==> config.mk <==
export PLATFORM = sky130hd
export DESIGN_NAME = regfile_write_arbiter_flat
export DESIGN_NICKNAME = d
export VERILOG_FILES = /design/src/rtl/regfile_write_arbiter_if.sv /design/src/rtl/regfile_write_arbiter.sv /design/src/flat_wrapper.sv
export SDC_FILE = /design/constraint.sdc
export NUM_CORES = 1
export LEC_CHECK = 0
export ABC_CLOCK_PERIOD_IN_PS = 4080
export CAP_MARGIN = 10
export CORE_UTILIZATION = 44
export CTS_BUF_LIST = sky130_fd_sc_hd__clkbuf_4
export DETAILED_ROUTE_END_ITERATION = 10
export GPL_TIMING_DRIVEN = 1
export PLACE_DENSITY = 0.95
export SETUP_SLACK_MARGIN = 0.05
export SKIP_CTS_REPAIR_TIMING = 1
export SYNTH_ARGS = -nofsm -noshare
export SYNTH_HDL_FRONTEND = slang
export SYNTH_SLANG_ARGS = --single-unit
==> constraint.sdc <==
create_clock -name Clock -period 4.08 [get_ports Clock]
set_input_delay 1.02 -clock Clock [delete_from_list [all_inputs] [get_ports Clock]]
set_output_delay 1.02 -clock Clock [all_outputs]
set_load 0.05 [all_outputs]
==> src/rtl/regfile_write_arbiter_if.sv <==
`default_nettype none
// ============================================================================
// Module      : regfile_write_arbiter_if
// Description : Bundle of the clear request, the two write requesters, and
//               the registered register-file write port of the arbiter.
// Revision    : 1.0 - initial release
// ============================================================================
interface regfile_write_arbiter_if;
    logic        Clear_Start;
    logic        A_Valid;
    logic [3:0]  A_Dst;
    logic [15:0] A_Data;
    logic        A_Ready;
    logic        B_Valid;
    logic [3:0]  B_Dst;
    logic [15:0] B_Data;
    logic        B_Ready;
    logic        RegWrite;
    logic [3:0]  Dst;
    logic [15:0] Write_Data;
    logic        Busy;

    // Requester / environment side
    modport master (
        output Clear_Start,
        output A_Valid, A_Dst, A_Data,
        input  A_Ready,
        output B_Valid, B_Dst, B_Data,
        input  B_Ready,
        input  RegWrite, Dst, Write_Data, Busy
    );

    // Arbiter side
    modport slave (
        input  Clear_Start,
        input  A_Valid, A_Dst, A_Data,
        output A_Ready,
        input  B_Valid, B_Dst, B_Data,
        output B_Ready,
        output RegWrite, Dst, Write_Data, Busy
    );
endinterface
`default_nettype wire

==> src/rtl/regfile_write_arbiter.sv <==
`default_nettype none
// ============================================================================
// Module      : regfile_write_arbiter
// Description : Round-robin arbiter between two register-file write
//               requesters with a 16-cycle clear-all sequence. The write
//               port is registered (one cycle after acceptance).
// Revision    : 1.0 - initial release
// ============================================================================
module regfile_write_arbiter (
    input  wire logic               Clock,
    input  wire logic               Rst,
    regfile_write_arbiter_if.slave  bus
);
    typedef enum logic [0:0] {
        IDLE  = 1'b0,
        CLEAR = 1'b1
    } state_t;

    localparam logic [3:0] c_LAST_IDX = 4'd15;

    state_t      state_q, state_d;
    logic [3:0]  cnt_q, cnt_d;
    logic        last_b_q, last_b_d;
    logic        regwrite_q, regwrite_d;
    logic [3:0]  dst_q, dst_d;
    logic [15:0] wdata_q, wdata_d;

    logic        w_a_grant;
    logic        w_b_grant;

    // Grant decision: combinational from Valid, state and the round-robin flag;
    // nothing is granted during reset or while clearing.
    always_comb begin
        w_a_grant = 1'b0;
        w_b_grant = 1'b0;
        if (state_q == IDLE && !Rst) begin
            if (bus.A_Valid && bus.B_Valid) begin
                w_a_grant = last_b_q;
                w_b_grant = !last_b_q;
            end else begin
                w_a_grant = bus.A_Valid;
                w_b_grant = bus.B_Valid;
            end
        end
    end

    // Next-state, clear counter, round-robin flag and write-port staging.
    always_comb begin
        state_d    = state_q;
        cnt_d      = cnt_q;
        last_b_d   = last_b_q;
        regwrite_d = 1'b0;
        dst_d      = dst_q;
        wdata_d    = wdata_q;
        case (state_q)
            IDLE: begin
                if (w_a_grant) begin
                    regwrite_d = 1'b1;
                    dst_d      = bus.A_Dst;
                    wdata_d    = bus.A_Data;
                    last_b_d   = 1'b0;
                end else if (w_b_grant) begin
                    regwrite_d = 1'b1;
                    dst_d      = bus.B_Dst;
                    wdata_d    = bus.B_Data;
                    last_b_d   = 1'b1;
                end
                // A transfer accepted in the same cycle still completes; the
                // first clear write lands one cycle after it.
                if (bus.Clear_Start) begin
                    state_d = CLEAR;
                    cnt_d   = 4'd0;
                end
            end
            CLEAR: begin
                regwrite_d = 1'b1;
                dst_d      = cnt_q;
                wdata_d    = 16'h0000;
                cnt_d      = cnt_q + 4'd1;
                if (cnt_q == c_LAST_IDX) begin
                    state_d = IDLE;
                end
            end
            default: begin
                state_d = IDLE;
                cnt_d   = 4'd0;
            end
        endcase
    end

    // State and registered write-port update; reset aborts any clear in flight.
    always_ff @(posedge Clock) begin
        if (Rst) begin
            state_q    <= IDLE;
            cnt_q      <= 4'd0;
            last_b_q   <= 1'b1;
            regwrite_q <= 1'b0;
            dst_q      <= 4'h0;
            wdata_q    <= 16'h0000;
        end else begin
            state_q    <= state_d;
            cnt_q      <= cnt_d;
            last_b_q   <= last_b_d;
            regwrite_q <= regwrite_d;
            dst_q      <= dst_d;
            wdata_q    <= wdata_d;
        end
    end

    assign bus.A_Ready    = w_a_grant;
    assign bus.B_Ready    = w_b_grant;
    assign bus.RegWrite   = regwrite_q;
    assign bus.Dst        = dst_q;
    assign bus.Write_Data = wdata_q;
    assign bus.Busy       = (state_q == CLEAR);

endmodule
`default_nettype wire

==> src/flat_wrapper.sv <==
// flat-port wrapper written by rule: the top's interface ports become plain ports
module regfile_write_arbiter_flat 
  (Clock, Rst, bus_Clear_Start, bus_A_Valid, bus_A_Dst, bus_A_Data, bus_A_Ready, bus_B_Valid, bus_B_Dst, bus_B_Data, bus_B_Ready, bus_RegWrite, bus_Dst, bus_Write_Data, bus_Busy);
  regfile_write_arbiter_if bus_i ();
  input  wire logic Clock;
  input  wire logic Rst;
  input wire logic [$bits(bus_i.Clear_Start)-1:0] bus_Clear_Start;
  input wire logic [$bits(bus_i.A_Valid)-1:0] bus_A_Valid;
  input wire logic [$bits(bus_i.A_Dst)-1:0] bus_A_Dst;
  input wire logic [$bits(bus_i.A_Data)-1:0] bus_A_Data;
  output wire logic [$bits(bus_i.A_Ready)-1:0] bus_A_Ready;
  input wire logic [$bits(bus_i.B_Valid)-1:0] bus_B_Valid;
  input wire logic [$bits(bus_i.B_Dst)-1:0] bus_B_Dst;
  input wire logic [$bits(bus_i.B_Data)-1:0] bus_B_Data;
  output wire logic [$bits(bus_i.B_Ready)-1:0] bus_B_Ready;
  output wire logic [$bits(bus_i.RegWrite)-1:0] bus_RegWrite;
  output wire logic [$bits(bus_i.Dst)-1:0] bus_Dst;
  output wire logic [$bits(bus_i.Write_Data)-1:0] bus_Write_Data;
  output wire logic [$bits(bus_i.Busy)-1:0] bus_Busy;
  assign bus_i.Clear_Start = bus_Clear_Start;
  assign bus_i.A_Valid = bus_A_Valid;
  assign bus_i.A_Dst = bus_A_Dst;
  assign bus_i.A_Data = bus_A_Data;
  assign bus_A_Ready = bus_i.A_Ready;
  assign bus_i.B_Valid = bus_B_Valid;
  assign bus_i.B_Dst = bus_B_Dst;
  assign bus_i.B_Data = bus_B_Data;
  assign bus_B_Ready = bus_i.B_Ready;
  assign bus_RegWrite = bus_i.RegWrite;
  assign bus_Dst = bus_i.Dst;
  assign bus_Write_Data = bus_i.Write_Data;
  assign bus_Busy = bus_i.Busy;
  regfile_write_arbiter u_core (.Clock(Clock), .Rst(Rst), .bus(bus_i));
endmodule
==> impl_metrics.json <==
{
  "slew-limit-headroom_pct": 41.3,
  "drt_wl_total_um": 3950,
  "wire_per_inst_um": 14.8,
  "m1WireLength_um": 1680,
  "fin_util_pct": 70.0,
  "drv_cap": 0,
  "critPathKind": "in2out",
  "drtIter0Drc": 78,
  "yosysWarnings": 0,
  "synth_area_um2": 1390,
  "avgSynthCellArea_um2": 8.61,
  "grt_pass1_wl_um": 6040,
  "cts_buffer_depth": 2,
  "ir_drop_uv": 150,
  "io_pins": 69,
  "clk_pin_slew_ps": 170,
  "final_nets": 270,
  "drc": 0,
  "ys_seq_elements": 27,
  "hpwl_um": 2800,
  "end_kind": "primary output",
  "area_growth_pct": 53.0,
  "min-delay-start": "u_core.bus.Write_Data[3]",
  "final_antenna_net_count": 0,
  "cts_tree": "yes",
  "finalSetupTns_ps": 0,
  "min_path_type": "reg2reg",
  "fp.dieW_um": 58.1,
  "numCtsBuffers": 3,
  "rows": 20,
  "ys_seq_area_share_pct": 39.0,
  "worstPathArrival_ps": 2590,
  "drive_above_1_share_pct": 11.2,
  "clockRootBuffer": "clkbuf_4",
  "startpoint": "Rst",
  "viasPerCell": 5.67,
  "grt_overflow": 0,
  "path_buf_inv": 2,
  "period_share_pct": 88.5,
  "max_freq_mhz": 277,
  "outcome": "completed",
  "critPathLaunchType": "primary input",
  "r2r_setup_slack_ps": 2290,
  "slowest_delay_ps": 620,
  "clk_latency_ps": 350,
  "leakagePower_nw": 0.750,
  "synth_cell_type_count": 35,
  "crit_path_top_delay_cell": "clkdlybuf4s50_1",
  "synth_fp_nets": 207,
  "crit_fanout": 12,
  "setup_viol": 0,
  "gp_congestion": 0.859,
  "grt_usage_pct": 23.2,
  "top_layer": "met4",
  "power_density_nw_per_um2": 294,
  "die_area_um2": 3380,
  "drv_slew": 0,
  "dp.cells": 263,
  "portBuffers": 68,
  "grt_max_degree": 27,
  "post-route-min-period_ps": 3610,
  "antenna_cells": 0,
  "synth_cells": 161,
  "worst_clock_skew_ps": 23.8,
  "vias": 1515,
  "route.met2.wl_um": 1900,
  "hold_violations": 0,
  "finalNonFillerCells": 267,
  "reg2reg_from": "u_core.last_b_q",
  "core_area_um2": 3030,
  "dr_wl_met3_um": 234,
  "crit_chain": "clkdlybuf4s50_1, or2_2, nor3_1, buf_12",
  "cts_max_level": 1,
  "critPathTopFamily": "buffers and inverters",
  "grt_pass1_vias": 1294,
  "first_pass_iters": 4,
  "cts_sinks": 27,
  "die_h_um": 58.1,
  "antenna_found_initial": 0,
  "rsz0062_at_grt": "no",
  "max_slew.worst_pin.slew_ps": 879,
  "crit_required_ps": 3060,
  "start_util_pct": 45.8
}
flip-flops by register name (all words and copies together) (netlist names):
name / flops
u_core.last_b_q: 1
u_core.bus.Busy: 1
u_core.bus.Write_Data: 16
u_core.bus.Dst: 4
u_core.cnt_q: 4
u_core.bus.RegWrite: 1
cell type report:
| cell class | instances | area, um2 |
|---|---|---|
| Fill cell | 227 | 907 |
| Multi-Input combinational cell | 117 | 753 |
| Timing Repair Buffer | 72 | 731 |
| Sequential cell | 27 | 541 |
| Tap cell | 44 | 55.1 |
| Clock buffer | 3 | 22.5 |
| Inverter | 3 | 11.3 |
| Clock inverter | 1 | 7.51 |
metal layers:
layer,up-vias,GRT usage (%)
li1,724,-
met1,700,31.3
met4,0,10.9
met3,13,3.13
met5,-,0
met2,78,36.6
cells by family (layout without fill, tap and decap cells):
| logic type | count (synthesis) | in the layout | share of synthesized area (%) |
|---|---|---|---|
| adder cells (fa/ha/maj) | 1 | 1 | 0.902 |
| buffers and inverters | 17 | 79 | 6.68 |
| AO/OA/AOI/OAI | 41 | 41 | 24.5 |
| AND/OR/NAND/NOR | 75 | 75 | 28.9 |
| flip-flops | 27 | 27 | 39.0 |
worst register-to-register path, cell delays in order (launching register included):
cell	delay [ps]
dfxtp_1	410
nand2b_1	680
a21boi_0	200
o41a_1	390
worst paths after layout:
| path | endpoint | depth (start not counted) |
|---|---|---|
| hold / removal | u_core.bus.Write_Data[3] | 2 |
| setup / recovery | bus_A_Ready | 4 |
| hold reg to reg | u_core.bus.Write_Data[3] | 2 |
| setup reg to reg | u_core.bus.Dst[0] | 3 |
power by group:
group          total, mW  switching (mW)  internal (mW)
combinational      0.206           0.116         0.0895
sequential         0.291          0.0101          0.281
clock              0.127          0.0889         0.0377
layout by cell type, fill, tap and decap left out, types with 2 or more instances in the layout:
cell             instances
buf_12                   2
dfxtp_1                 27
nand2_1                 32
nor2_1                   6
clkdlybuf4s50_1         66
nand4_1                 16
nor3_1                   4
nor2_2                   2
clkbuf_4                 3
a21oi_1                  5
a211oi_1                 4
inv_1                    3
a311oi_1                 3
or2_2                    2
buf_4                    4
o21ai_0                  5
o211ai_1                 8
nor2b_1                  4
a221oi_1                 3
o211ai_2                 9
cells in the mapped netlist, drive strengths merged:
library cell / instances / area, um2
a21oi: 5 / 25.0
nand2: 32 / 120
nand3: 1 / 5.00
and4: 1 / 8.76
ha: 1 / 12.5
o211ai: 17 / 173
nor2b: 4 / 25.0
nand2b: 1 / 6.26
a41oi: 1 / 8.76
a211oi: 4 / 30.0
a221oi: 3 / 26.3
inv: 3 / 11.3
or2: 2 / 12.5
and2b: 1 / 7.51
a21boi: 2 / 15.0
buf: 13 / 77.6
a311oi: 3 / 26.3
o41a: 1 / 11.3
nand4: 16 / 100
nor4: 2 / 27.5
dfxtp: 27 / 541
nor3b: 2 / 26.3
clkbuf: 1 / 3.75
nor2: 8 / 35.0
o21ai: 5 / 25.0
and3: 1 / 6.26
nor3: 4 / 20.0
metrics by stage:
step | setup WS (ps) | power (mW) | hold WS, ps | area (um2)
after floorplan | 511 | 0.413 | 497 | 1390
after global placement | 499 | 0.498 | 456 | 2090
after detailed placement | 511 | 0.501 | 463 | 2090
after CTS | 485 | 0.620 | 498 | 2120
after global routing | 430 | 0.648 | 515 | 2120
final | 469 | 0.623 | 496 | 2120
(Power assumes the default switching activity.)
